### config.mk
export PLATFORM = sky130hd
export DESIGN_NAME = mult6_rr_sched
export DESIGN_NICKNAME = d
export VERILOG_FILES = /design/src/rtl/mult6_pkg.sv /design/src/rtl/mult6_rr_pick.sv /design/src/rtl/mult6_rr_sched.sv
export SDC_FILE = /design/constraint.sdc
export NUM_CORES = 1
export LEC_CHECK = 0
export ABC_AREA = 1
export CORE_MARGIN = 2
export CORE_UTILIZATION = 47
export CTS_BUF_LIST = sky130_fd_sc_hd__clkbuf_8
export DETAILED_ROUTE_END_ITERATION = 8
export GPL_ROUTABILITY_DRIVEN = 0
export PLACE_DENSITY_LB_ADDON = 0.15
export SLEW_MARGIN = 10
export SYNTH_ARGS = -nofsm -noshare
export SYNTH_HDL_FRONTEND = slang
export SYNTH_SLANG_ARGS = --single-unit
### constraint.sdc
create_clock -name clk -period 2.5 [get_ports clk]
set_input_delay 0.5 -clock clk [delete_from_list [all_inputs] [get_ports clk]]
set_output_delay 0.5 -clock clk [all_outputs]
set_load 0.1 [all_outputs]
### src/rtl/mult6_pkg.sv
// Shared types and defaults for the round-robin 6x6 multiplier scheduler.
// The MULT6_EARLY_EXIT_EN build option is consumed by mult6_rr_sched.
package mult6_pkg;

  localparam int unsigned NREQ_DEF  = 4;
  localparam int unsigned WIDTH_DEF = 6;

  typedef enum logic [1:0] {
    IDLE = 2'd0,
    RUN  = 2'd1,
    DONE = 2'd2
  } state_e;

  // Requester id width; never narrower than one bit.
  function automatic int unsigned idw_f(input int unsigned n);
    return (n < 2) ? 1 : $clog2(n);
  endfunction

endpackage

### src/rtl/mult6_rr_pick.sv
// Combinational round-robin picker: first valid requester strictly after ptr,
// wrapping from NREQ-1 back to 0.
module mult6_rr_pick
  import mult6_pkg::*;
#(
  parameter int unsigned NREQ = NREQ_DEF,
  parameter int unsigned IDW  = idw_f(NREQ)
) (
  input  logic [NREQ-1:0] req_valid,
  input  logic [IDW-1:0]  ptr,
  output logic [NREQ-1:0] grant_c,
  output logic [IDW-1:0]  grant_idx_c,
  output logic            any_c
);

  logic [IDW-1:0] idx;

  always_comb begin
    grant_c     = '0;
    grant_idx_c = '0;
    any_c       = 1'b0;
    idx         = '0;
    for (int unsigned k = 1; k <= NREQ; k++) begin
      idx = IDW'((32'(ptr) + k) % NREQ);
      if (!any_c && req_valid[idx]) begin
        any_c        = 1'b1;
        grant_c[idx] = 1'b1;
        grant_idx_c  = idx;
      end
    end
  end

endmodule

### src/rtl/mult6_rr_sched.sv
// Shared iterative shift-and-add multiplier with round-robin request arbitration.
// Define MULT6_EARLY_EXIT_EN to end RUN as soon as the remaining multiplier bits are zero.
module mult6_rr_sched
  import mult6_pkg::*;
#(
  parameter int unsigned NREQ  = NREQ_DEF,
  parameter int unsigned WIDTH = WIDTH_DEF,
  parameter int unsigned IDW   = idw_f(NREQ)
) (
  input  logic                  clk,
  input  logic                  rst_n,
  input  logic [NREQ-1:0]       req_valid,
  output logic [NREQ-1:0]       req_ready,
  input  logic [NREQ*WIDTH-1:0] req_a,
  input  logic [NREQ*WIDTH-1:0] req_b,
  output logic                  rsp_valid,
  input  logic                  rsp_ready,
  output logic [IDW-1:0]        rsp_id,
  output logic [2*WIDTH-1:0]    rsp_axb,
  output logic                  busy
);

  localparam int unsigned PW = 2 * WIDTH;
  localparam int unsigned CW = (WIDTH < 2) ? 1 : $clog2(WIDTH);

  state_e            state_q, state_d;
  logic [IDW-1:0]    ptr_q, ptr_d;
  logic [IDW-1:0]    id_q, id_d;
  logic [WIDTH-1:0]  a_q, a_d;
  logic [WIDTH-1:0]  b_q, b_d;
  logic [PW-1:0]     prod_q, prod_d;
  logic [CW-1:0]     cnt_q, cnt_d;
  logic              rsp_valid_q, rsp_valid_d;
  logic              busy_q, busy_d;

  logic [NREQ-1:0]   grant_c;
  logic [IDW-1:0]    grant_idx_c;
  logic              any_c;
  logic [WIDTH-1:0]  a_sel_c, b_sel_c;

  mult6_rr_pick #(.NREQ(NREQ), .IDW(IDW)) u_pick (
    .req_valid   (req_valid),
    .ptr         (ptr_q),
    .grant_c     (grant_c),
    .grant_idx_c (grant_idx_c),
    .any_c       (any_c)
  );

  // One-hot operand select for the granted requester.
  always_comb begin
    a_sel_c = '0;
    b_sel_c = '0;
    for (int unsigned i = 0; i < NREQ; i++) begin
      if (grant_c[i]) begin
        a_sel_c = req_a[i*WIDTH +: WIDTH];
        b_sel_c = req_b[i*WIDTH +: WIDTH];
      end
    end
  end

  assign req_ready = (state_q == IDLE) ? grant_c : '0;

  always_comb begin
    state_d = state_q;
    ptr_d   = ptr_q;
    id_d    = id_q;
    a_d     = a_q;
    b_d     = b_q;
    prod_d  = prod_q;
    cnt_d   = cnt_q;
    case (state_q)
      IDLE: begin
        if (any_c) begin
          a_d     = a_sel_c;
          b_d     = b_sel_c;
          id_d    = grant_idx_c;
          ptr_d   = grant_idx_c;
          prod_d  = '0;
          cnt_d   = '0;
          state_d = RUN;
        end
      end
      RUN: begin
`ifdef MULT6_EARLY_EXIT_EN
        if (b_q[0]) prod_d = prod_q + (PW'(a_q) << cnt_q);
        b_d   = b_q >> 1;
        cnt_d = cnt_q + CW'(1);
        if (b_d == '0) state_d = DONE;
`else
        if (b_q[cnt_q]) prod_d = prod_q + (PW'(a_q) << cnt_q);
        cnt_d = cnt_q + CW'(1);
        if (cnt_q == CW'(WIDTH - 1)) state_d = DONE;
`endif
      end
      DONE: begin
        if (rsp_ready) state_d = IDLE;
      end
      default: state_d = IDLE;
    endcase
    rsp_valid_d = (state_d == DONE);
    busy_d      = (state_d != IDLE);
  end

  always_ff @(posedge clk or negedge rst_n) begin
    if (!rst_n) begin
      state_q     <= IDLE;
      ptr_q       <= IDW'(NREQ - 1);
      id_q        <= '0;
      a_q         <= '0;
      b_q         <= '0;
      prod_q      <= '0;
      cnt_q       <= '0;
      rsp_valid_q <= 1'b0;
      busy_q      <= 1'b0;
    end else begin
      state_q     <= state_d;
      ptr_q       <= ptr_d;
      id_q        <= id_d;
      a_q         <= a_d;
      b_q         <= b_d;
      prod_q      <= prod_d;
      cnt_q       <= cnt_d;
      rsp_valid_q <= rsp_valid_d;
      busy_q      <= busy_d;
    end
  end

  assign rsp_valid = rsp_valid_q;
  assign rsp_id    = id_q;
  assign rsp_axb   = prod_q;
  assign busy      = busy_q;

endmodule
==> out/metrics.yaml <==
fp.dieW_um: 85.2
design.portCount: 75
stdcell_area_mm2: 0.00475
placed_cell_area_mm2: 0.00419
antenna_left: 0
grt_max_degree: 36
clk_pin_slew_ps: 70
synthArstFlopShare: 1.00
cts.sinks: 35
grt.total_usage: 0.235
die_y_um: 85.2
cts_buffers: 5
period_minus_slack_ps: 2690
ys_seq_area_frac: 0.284
yosysMostFrequentCell: "nand2_1"
violations: "negative setup slack"
fin_crit_sh: 1.08
setup_ws_ps: -195
drcViolationCount: 0
cp-start-kind: "flop"
viasPerCell: 5.19
drtIter0Drc: 116
synth_area_per_cell_um2: 6.72
port_buffers: 74
antenna_found_initial: 0
drv_cap: 0
worstSkewPairLatency_ps: 290
dp_hpwl_um: 6290
cp.arrival_ps: 2190
core.rowCount: 29
status: "finished, violations left"
setup_viol: 5
synth_edf_count: 0
hp-class: "flop to flop"
drt-pass1-iter-count: 4
yosys-top-cells-area: "dfrtp_1, nand2_1, ha_1"
htreeDepth: 2
rsz0062_at_grt: "true"
grt_pass1_wl_um: 14100
start_util: 0.488
wire_per_inst_um: 13.6
vias: 3490
cp_max_fo: 7
cts_tree: "done"
hold_viol_final: 0
synthDominantCellAreaShare: 0.267
maxSlewViolCount: 0
required_ps: 2000
cts_max_path_buffers: 2
crit_path_end_kind: "output port"
ctsHoldBuffers: 0
layout-drive-gt1-share: 0.294
area_growth_pct: 53.3
drt_wl_total_um: 9160
relSlewSlack: 0.710
synth.cell_area_mm2: 0.00310
fin_nets: 671
ys_types: 42
synthFlopType: "dfrtp_1"
grt_pass1_vias: 3340
path_class: "flop to output port"
cts_root_buf: "clkbuf_8"
grt-ovfl-total: 0
ys_ff_latch: 35
dieArea_mm2: 0.00726
yosys.area.top_type: "dfrtp_1"
synth_common_cells: "nand2_1, inv_1, dfrtp_1, nand3_1, a21oi_1"
tightestPinTransition_ps: 434
synth_nets: 538
yosysWarnings: 0
fill_cells: 472
core_area_mm2: 0.00635
n_antenna_cell: 0
skew_ps: 4.50
fmax_ghz: 0.371
whs_ps: 486
syn_inst: 461
==> cell families after synthesis <==
| group | after synthesis | synth area share |
|---|---|---|
| and+or+nand+nor | 251 | 0.350 |
| AOI/OAI and AO/OA | 84 | 0.160 |
| buffers and inverters | 61 | 0.0917 |
| DFF | 35 | 0.284 |
| adders and majority gates | 22 | 0.0913 |
| xor gates and xnor gates | 6 | 0.0170 |
| muxes | 2 | 0.00646 |
==> final timing paths <==
check	endpoint	cells past startpoint	slack (ps)	start
max	req_ready[0]	9	-190	ptr_q[0]$_DFFE_PN1P_
max in group asynchronous	ptr_q[1]$_DFFE_PN1P_	2	1540	rst_n
min	b_q[2]$_DFFE_PN0P_	2	490	b_q[2]$_DFFE_PN0P_
min reg2reg	b_q[2]$_DFFE_PN0P_	2	490	b_q[2]$_DFFE_PN0P_
max reg2reg	rsp_axb[9]$_DFFE_PN0P_	13	-100	cnt_q[0]$_DFFE_PN0P_
min in group asynchronous	rsp_axb[1]$_DFFE_PN0P_	2	620	rst_n
==> layout by cell type, fill, tap and decap left out, types with 7 or more instances in the layout <==
cell type,n
ha_1,18
nand3_1,29
inv_1,33
dfrtp_1,31
nand2_2,13
clkdlybuf4s50_1,54
buf_4,75
nand2_1,161
a21oi_2,10
o21a_1,12
o21ai_0,12
nor2_1,16
o21ai_2,9
a21oi_1,18
nand3_2,7
==> critical path, stage by stage, from the launching register on <==
cell and delay (ps):
dfstp_2 590, inv_6 40, ha_4 300, inv_4 50, nand2_4 80, nand2_8 80, nand2_1 70, a21boi_1 330
a31oi_4 160, buf_12 200
==> flip-flops by register name, summed over array words and instances (netlist names) <==
signal     cells
rsp_axb       12
state_q        2
b_q            6
cnt_q          3
busy           1
rsp_valid      1
a_q            6
ptr_q          2
rsp_id         2
==> timing repair <==
item                       4_1_cts  5_1_grt
pin swaps                       11       42
gates resized for setup         10       67
setup endpoints to repair        7       22
setup buffers                   12       17
hold endpoints to repair         0        0
gates cloned                     0        3
==> per-layer routing <==
layer / GRT usage / vias to the layer above / part of all wire
met1: 0.280 / 1599 / 0.41
met4: 0.104 / 0 / 0.018
met2: 0.413 / 108 / 0.51
met3: 0.0428 / 12 / 0.054
met5: 0 / - / 0
li1: - / 1771 / -
==> area by class of cell <==
| cell class | count | area [um2] | area share |
|---|---|---|---|
| Sequential cell | 35 | 881 | 0.185 |
| Clock buffer | 5 | 68.8 | 0.0145 |
| Timing Repair Buffer | 141 | 1310 | 0.276 |
| Tap cell | 77 | 96.3 | 0.0203 |
| Inverter | 46 | 206 | 0.0435 |
| Clock inverter | 3 | 16.3 | 0.00342 |
| Multi-Input combinational cell | 365 | 2170 | 0.457 |
==> stage by stage <==
stage | utilization | TNS, ps | worst slack, ps | std cells
2_1_floorplan | - | -555 | -180 | 461
3_3_place_gp | 0.659 | -106 | -67.9 | 635
3_5_place_dp | 0.659 | -361 | -114 | 635
4_1_cts | 0.692 | -1480 | -167 | 655
5_1_grt | 0.748 | -1830 | -312 | 672
6_report | 0.748 | -683 | -195 | 672
Power is not shown: default switching activity piles up to over one toggle a cycle in this logic, so the estimate is an artifact.
